==> config.mk <==
export PLATFORM = sky130hd
export DESIGN_NAME = mem_arbiter
export DESIGN_NICKNAME = d
export VERILOG_FILES = /design/src/rtl/mem_arbiter.sv
export SDC_FILE = /design/constraint.sdc
export NUM_CORES = 1
export LEC_CHECK = 0
export CAP_MARGIN = 20
export CORE_MARGIN = 2
export CORE_UTILIZATION = 43
export DETAILED_ROUTE_END_ITERATION = 8
export HOLD_SLACK_MARGIN = 0.12
export PLACE_DENSITY_LB_ADDON = 0.15
export SYNTH_ARGS = -nofsm -noshare
export SYNTH_HDL_FRONTEND = slang
export SYNTH_SLANG_ARGS = --single-unit
==> constraint.sdc <==
create_clock -name clk -period 2.5 [get_ports clk]
set_input_delay 0.5 -clock clk [delete_from_list [all_inputs] [get_ports clk]]
set_output_delay 0.5 -clock clk [all_outputs]
set_load 0.02 [all_outputs]
==> src/rtl/mem_arbiter.sv <==
// Two-port arbiter and sequencer for a shared single-port data memory.
// Each grant runs IDLE -> ACCESS -> RESP, so one access completes every three cycles.
module mem_arbiter #(
  parameter int AW = 8,
  parameter int DW = 8
) (
  input  logic          clk,
  input  logic          rst,
  input  logic          prio_mode,
  input  logic          req0,
  input  logic          req1,
  input  logic          we0,
  input  logic          we1,
  input  logic [AW-1:0] addr0,
  input  logic [AW-1:0] addr1,
  input  logic [DW-1:0] wdata0,
  input  logic [DW-1:0] wdata1,
  output logic          ack0,
  output logic          ack1,
  output logic [DW-1:0] rdata0,
  output logic [DW-1:0] rdata1,
  output logic          mem_read,
  output logic          mem_write,
  output logic [AW-1:0] mem_addr,
  output logic [DW-1:0] mem_wdata,
  input  logic [DW-1:0] mem_rdata,
  output logic          busy,
  output logic [1:0]    dbg_state
);

  localparam logic [1:0] IDLE   = 2'd0;
  localparam logic [1:0] ACCESS = 2'd1;
  localparam logic [1:0] RESP   = 2'd2;

  // Handshake: reqN is a level held (with weN/addrN/wdataN stable) until the
  // one-cycle ackN pulse; a req still high in the following IDLE is a new request.
  logic [1:0] state;
  logic       gnt;
  logic       last_gnt;
  logic       lat_we;
  logic       winner;

  // Round-robin contention hands the grant to the port that did not win last time.
  always_comb begin
    winner = ~req0;
    if (!prio_mode && req0 && req1) winner = ~last_gnt;
  end

  always_ff @(posedge clk or negedge rst) begin
    if (!rst) begin
      state     <= IDLE;
      gnt       <= 1'b0;
      last_gnt  <= 1'b1;
      lat_we    <= 1'b0;
      mem_addr  <= '0;
      mem_wdata <= '0;
      rdata0    <= '0;
      rdata1    <= '0;
    end else begin
      case (state)
        IDLE: begin
          if (req0 || req1) begin
            state     <= ACCESS;
            gnt       <= winner;
            last_gnt  <= winner;
            lat_we    <= winner ? we1 : we0;
            mem_addr  <= winner ? addr1 : addr0;
            mem_wdata <= winner ? wdata1 : wdata0;
          end
        end
        ACCESS: begin
          state <= RESP;
          if (!lat_we) begin
            if (gnt) rdata1 <= mem_rdata;
            else     rdata0 <= mem_rdata;
          end
        end
        RESP:    state <= IDLE;
        default: state <= IDLE;
      endcase
    end
  end

  // Strobes and acks decode straight from state so reset removes them at once.
  assign mem_read  = (state == ACCESS) && !lat_we;
  assign mem_write = (state == ACCESS) && lat_we;
  assign ack0      = (state == RESP) && !gnt;
  assign ack1      = (state == RESP) && gnt;
  assign busy      = (state != IDLE);
  assign dbg_state = state;

endmodule

; ---- After elaboration in Yosys (flattened, before gate mapping)
; Index checks and enable logic that the tools add are counted.
[op_classes]
n_eq_ne = 3
muxes = 6
n_bitwise = 4
n_reduce_logical = 15
[op_table]
columns = operator, n
row1 = two-way mux 8 bit, 2
row2 = logical AND 1 bit, 6
row3 = AND reduction 3 bit, 2
row4 = inverter 1 bit, 4
row5 = one-hot mux 2 bit (2 select lines), 1
row6 = zero test 1 bit, 3
row7 = == test 2 x 1 -> 1 bit (second input constant), 1
row8 = == test 2 bit (second input constant), 1
row9 = zero test 2 bit, 1
row10 = two-way mux 1 bit, 2
row11 = two-way mux 2 bit, 1
row12 = inequality test 2 bit (second input constant), 1
row13 = AND reduction 2 bit, 1
row14 = nonzero test 2 bit, 1
row15 = logical OR 1 bit, 1
[word_totals]
reg_bits = 37
elab_cells = 36

; ---- Longest topological paths before layout
; Gate-level depths: netlist of the first run.
[logic_depth]
ltp_word = 5
mapped_depth = 6

; ---- Least setup slack after synthesis of the first run
; No wires, ideal clock.
[synth_timing]
kind = register -> output
startpoint = register state[1] (netlist: dbg_state[1])
endpoint = output port busy
arrival_ns = 1.244
required_time_ns = 2.000
path_slack_ns = 0.756
path_stages_with_launch = 5
path_cell_list = dfrtp_1 nor2_1 buf_2 clkbuf_1 inv_1
[synth_via]
elab_chain_len = 1
[synth_lines]
columns = element, line_no
row1 = from (decl), 37  ; logic [1:0] state;
row2 = from (signal assigned), 51  ; state <= IDLE;
row3 = from (signal assigned), 63  ; state <= ACCESS;
row4 = from (signal assigned), 72  ; state <= RESP;
row5 = nonzero test 2 bit, 89  ; assign busy = (state != IDLE);
row6 = to (decl), 27  ; output logic busy,
; No other way between the ends.

; ---- Worst setup path in the final report of the first run
[layout_timing]
startpoint = register state[1] (netlist: dbg_state[1])
endpoint = output port mem_read
[layout_via]
elab_chain_len = 2
[layout_lines]
columns = element, line_no
row1 = == test 2 x 1 -> 1 bit, 85  ; assign mem_read = (state == ACCESS) && !lat_we;
row2 = logical AND 1 bit, 85
row3 = to (decl), 22  ; output logic mem_read,
; No other way between the ends.

==> summary.txt, run 1 <==
Outcome
  – Status: completed

Clocking
  – Hold Buf Count CTS: 0
  – Clk Latency, worst-skew pair: 0.28 ns
  – Post-CTS setup buffers: 0
  – Clock transition at path regs: 0.07 ns
  – Root Buffer: clkbuf_8
  – Clk sinks: 37
  – Post-CTS Resized: 0
  – H-tree levels: 2
  – CTS max path bufs: 2
  – CTS tree: yes
  – CTS buffer count: 5

Layout
  – Register area: 927 um2
  – Leading cell types in the layout, fill and taps excluded: clkdlybuf4s50_1, dfrtp_1, nand3_1, o21ai_0, a21oi_1
  – Ant. Diodes: 0
  – Post-route cell area: 2610 um2
  – Fillcell total: 290
  – Area growth from synthesis to layout: 53.8%
  – Final #Nets: 280
  – Commonest non-fill, non-tap cell in the layout: clkdlybuf4s50_1
  – Multi-input logic area: 662 um2
  – Layout cells sized above 1: a little over an eighth

Synth
  – Synth warnings: 0
  – Yosys top cell area share: a little over half
  – Cell Area, Synth: 1700 um2
  – Syn avg cell area: approximately 11 um2
  – Post-Syn Instances: about 150
  – Top post-synthesis cells by area: dfrtp_1, mux2_2, a31oi_1, nand3_1, a21oi_1
  – Post-synthesis cell type count: 24
  – Syn Nets: between 150 and 200
  – Synth Register Bits: 37
  – Part of the Yosys area used for sequential elements: 54.7%
  – Largest area contributor in the netlist: dfrtp_1

Pwr
  – Psw: 1.25 mW
  – Max VDD drop: about 0.7 mV
  – Clock Power Share: 12.1%
  – Flop pwr share: roughly a third
  – Sw frac: about two fifths
  – Cell leakage power: ~1.0 nW
  – P_int: between 1.5 and 2 mW
  – Combinational Power Share: a little over half
  – Power Total: 3.24 mW
  – Cell Pwr Density: ~1200 nW/um2

Routing
  – Drt wl/cell: approximately 15 um
  – Detail Route Antenna Nets: 0
  – Drt first pass iters: 4
  – Via count: 1515
  – Via density: 5.37
  – Drt total wl: 4300 um
  – Number of remaining DRC errors: 0
  – DR iter-0 viols: 80

Place
  – Port Buffer Count: between 80 and 90
  – DP Area: 2520 um2
  – Dpl hpwl: around 3200 um
  – RD Place Congestion: 0.715

Run
  – Max Cap Viol: 0

Floorplanning
  – IO Count: 86
  – Chip height: 66.8 um
  – Initial Util: 45.6%
  – Core box area: 3720 um2
  – Die area: roughly 4500 um2
  – Die X: between 60 and 70 um
  – FP Rows: 22

Critical path
  – Internal reg-to-reg setup slack: 0.61 ns
  – Worst setup startpoint: dbg_state[1]
  – CP Cell Sequence: nor3b_2 > clkdlybuf4s50_1
  – Path depth of the worst reg2reg path: 3
  – CP max stage cell: clkdlybuf4s50_1
  – Delay-heaviest family, CP: buffers and inverters
  – WP data required: approximately 2.0 ns
  – Critical Path Fanout Max: 6
  – CP Class: reg -> out
  – Worst setup SP type: register
  – RR Endpoint: rdata0[6]
  – Worst Path Arrival: approximately 1.6 ns
  – CP bufs+invs: 1
  – Critical path depth: 2
  – Critical register-to-register path startpoint: dbg_state[1]
  – Critical path endpoint category: output pin
  – Critical Path Sink: mem_read
  – Worst stage delay on the critical path: approximately 0.65 ns

Global routing
  – Largest net degree at the start of global routing: 38
  – First-pass GRT wire length: 6700 um
  – Initial antenna violation count: 0
  – GRT Overall Usage: 20.0%
  – Number of global-route vias before repair: 1554
  – Congestion Overflow GR: 0

Timing
  – Fmax: 468 MHz
  – Fin crit period: 2.14 ns
  – Hold Worst Slack: 0.297 ns
  – Final hold violations: 0
  – # setup viols final: 0
  – Max_slew headroom: 47.9%
  – Worst-Margin Slew: 0.782 ns
  – RSZ-0062 raised after global routing: no
  – Skew final: 0.00482 ns
  – Max-slew violations: 0
  – Final TNS setup: 0 ns
  – Fin crit share: approximately 86%

Worst hold path
  – Hold crit path type: in -> async
-- stage by stage --
step / setup slack (ns) / util (%) / instances
detailed placement: 0.386 / 67.9 / 274
CTS: 0.344 / 70.2 / 282
floorplan: 0.756 / - / 152
finish: 0.362 / 70.2 / 282
global route: 0.255 / 70.2 / 282
global placement: 0.456 / 67.9 / 274
-- cell type report --
cell class	instances	share of cell area (%)
timing repair buffer	88	33.3
sequential	37	35.6
clock inverter	2	0.384
multi-input combinational	99	25.4
clock buffer	6	2.78
inverter	2	0.288
tap	48	2.30
-- Yosys cell counts --
| cell type | n |
|---|---|
| mux2_2 | 16 |
| nor2b_1 | 2 |
| buf_4 | 1 |
| a21oi_1 | 17 |
| a31oi_1 | 16 |
| nand3_1 | 18 |
| dfrtp_1 | 36 |
| o21ai_0 | 17 |
| clkbuf_1 | 3 |
| o21a_1 | 2 |
| or3b_1 | 1 |
| buf_2 | 4 |
| and2_4 | 1 |
| nor2_1 | 1 |
| nor3b_2 | 2 |
| buf_1 | 1 |
| or2_1 | 1 |
| and2_1 | 2 |
| buf_6 | 5 |
| dfstp_2 | 1 |
| and3b_1 | 1 |
| inv_1 | 2 |
| nor3b_1 | 1 |
| a31oi_2 | 1 |
-- metal layers --
metal | wire length, um | up-vias | GRT usage [%]
li1 | - | 714 | -
met1 | 1660 | 729 | 21.4
met2 | 2310 | 70 | 38.8
met3 | 306 | 2 | 4.22
met4 | 21 | 0 | 6.12
met5 | 0 | - | 0
-- sequential cells by signal, summed over array words and instances (netlist names) --
name	count
mem_wdata	8
dbg_state	2
mem_addr	8
gnt	1
last_gnt	1
rdata1	8
rdata0	8
lat_we	1
-- power groups by stage --
stage / sequential (mW) / combinational, mW / clock (mW)
after floorplan: 1.43 / 0.638 / 0
after global placement: 1.10 / 1.72 / 0
after detailed placement: 1.12 / 1.76 / 0
after CTS: 1.11 / 1.76 / 0.402
after global routing: 1.14 / 1.87 / 0.432
final: 1.11 / 1.74 / 0.391
-- how the worst min path moves through the flow --
stage,end,slack [ns],cells past startpoint
6_report,mem_wdata[3],0.30,1
5_1_grt,rdata1[2],0.35,1
4_1_cts,rdata0[4],0.32,1
3_5_place_dp,rdata1[5],0.50,1
3_3_place_gp,rdata1[4],0.49,1
2_1_floorplan,dbg_state[0],0.20,0
-- cell families after synthesis --
group           after synthesis  share of synthesized area [%]
compound gates               53                           17.6
buf+inv                      16                           6.27
flops                        37                           54.7
mux                          16                           10.6
simple gates                 30                           10.8
Note: power is estimated with default switching activity, not from simulation.
==> run 2, diff against run 1 <==
CTS_BUF_LIST = sky130_fd_sc_hd__clkbuf_8 sky130_fd_sc_hd__clkbuf_16   (was default)
SKIP_CTS_REPAIR_TIMING = 1   (was default)
==> run 2 against run 1 <==
First-iteration DRC count down 1.3%. Sequential power is essentially flat. Register-to-register slack is essentially flat. Utilization did not move. Fmax about the same. Via count fell by 0.86%. Sequential cell count stayed put. Clock skew increased by 0.0014 ns.
==> summary.txt, run 2 (synthesized netlist as in run 1, its figures left out) <==
Outcome
  – Status: completed

Floorplanning
  – Chip height: ~67 um
  – FP Rows: 22
  – Initial Util: 45.6%
  – Die area: 4460 um2
  – Core box area: 3720 um2
  – IO Count: 86
  – Die X: 66.8 um

Critical path
  – Path depth of the worst reg2reg path: 3
  – Critical path endpoint category: output pin
  – Worst setup SP type: register
  – WP data required: 2.00 ns
  – Worst Path Arrival: 1.64 ns
  – CP Class: reg -> out
  – Critical Path Fanout Max: 6

Routing
  – DR iter-0 viols: ~80
  – Via density: 5.33
  – Number of remaining DRC errors: 0
  – Drt wl/cell: 15.2 um
  – Drt first pass iters: 4
  – Detail Route Antenna Nets: 0
  – Via count: roughly 1500
  – Drt total wl: 4290 um

Clocking
  – CTS tree: yes
  – Clk Latency, worst-skew pair: 0.28 ns
  – CTS max path bufs: 2
  – H-tree levels: 2
  – Clock transition at path regs: 0.07 ns
  – Clk sinks: 37
  – Root Buffer: clkbuf_8
  – CTS buffer count: 5

Timing
  – RSZ-0062 raised after global routing: no
  – # setup viols final: 0
  – Final TNS setup: 0 ns
  – Fmax: 467 MHz
  – Fin crit share: 85.6%
  – Worst-Margin Slew: about 0.78 ns
  – Max-slew violations: 0
  – Max_slew headroom: 47.9%
  – Final hold violations: 0
  – Skew final: around 0.0062 ns
  – Fin crit period: between 2 and 2.5 ns

Pwr
  – Max VDD drop: ~0.71 mV
  – P_int: between 1.5 and 2 mW
  – Clock Power Share: 12.0%
  – Psw: ~1.3 mW
  – Flop pwr share: 34.2%
  – Combinational Power Share: between 50% and 60%
  – Sw frac: 38.7%
  – Cell Pwr Density: between 1000 and 1500 nW/um2
  – Power Total: 3.24 mW
  – Cell leakage power: 1.04 nW

Place
  – Dpl hpwl: between 3000 and 4000 um
  – RD Place Congestion: 0.715
  – Port Buffer Count: 85

Layout
  – Commonest non-fill, non-tap cell in the layout: clkdlybuf4s50_1
  – Final #Nets: 280
  – Ant. Diodes: 0
  – Leading cell types in the layout, fill and taps excluded: clkdlybuf4s50_1, dfrtp_1, nand3_1, o21ai_0, a21oi_1
  – Layout cells sized above 1: 13.7%
  – Area growth from synthesis to layout: 53.8%
  – Fillcell total: 290

Global routing
  – Number of global-route vias before repair: 1554
  – Largest net degree at the start of global routing: 38
  – First-pass GRT wire length: about 6700 um
  – GRT Overall Usage: 20.0%
  – Initial antenna violation count: 0
  – Congestion Overflow GR: 0

Worst hold path
  – Hold crit path type: in -> async

Run
  – Max Cap Viol: 0
==> run 2: changes by cell type in the layout (fill, tap and decap cells not counted) <==
cell      delta
inv_1        +1
clkbuf_1     -1
==> run 2: worst paths after layout <==
check | from | endpoint | slack (ns)
worst max register to register | dbg_state[1] | rdata0[6] | 0.61
worst min-delay path | rst | rdata0[4] | 0.30
worst min register to register | rdata1[1] | rdata1[1] | 0.51
max in group asynchronous | rst | rdata0[1] | 1.71
min in group clk | rdata1[1] | rdata1[1] | 0.51
worst max-delay path | dbg_state[1] | mem_read | 0.36
==> run 2: worst max-delay path, stage by stage, from the launching register on <==
cell,delay [ns]
dfrtp_1,0.44
nor3b_2,0.27
clkdlybuf4s50_1,0.65
==> run 2: area by class of cell <==
class | count | area, um2 | area share (%)
tap | 48 | 60.1 | 2.30
clock inverter | 3 | 13.8 | 0.528
inverter | 2 | 7.51 | 0.288
multi-input combinational | 99 | 662 | 25.4
clock buffer | 5 | 68.8 | 2.64
sequential | 37 | 927 | 35.6
timing repair buffer | 88 | 868 | 33.3
==> run 2: metal layers <==
layer / GRT usage, % / wire length, um / up-vias
li1: - / - / 714
met1: 21.4 / 1650 / 719
met2: 38.8 / 2310 / 67
met3: 4.22 / 302 / 2
met4: 6.12 / 21 / 0
met5: 0 / 0 / -
==> run 2: power groups by stage <==
| stage | clock network, mW | logic [mW] | registers, mW |
|---|---|---|---|
| 4_1_cts | 0.398 | 1.76 | 1.11 |
| 3_3_place_gp | 0 | 1.72 | 1.10 |
| 2_1_floorplan | 0 | 0.638 | 1.43 |
| 6_report | 0.389 | 1.74 | 1.11 |
| 3_5_place_dp | 0 | 1.76 | 1.12 |
| 5_1_grt | 0.428 | 1.87 | 1.14 |
==> run 2: per-stage QoR <==
step	hold WS [ns]	worst slack, ns	std cells	cell area (um2)	utilization (%)
6_report	0.296	0.360	282	2610	70.2
5_1_grt	0.351	0.255	282	2610	70.2
4_1_cts	0.317	0.344	282	2610	70.2
3_5_place_dp	0.497	0.386	274	2520	67.9
3_3_place_gp	0.488	0.456	274	2520	67.9
2_1_floorplan	0.204	0.756	152	1700	-
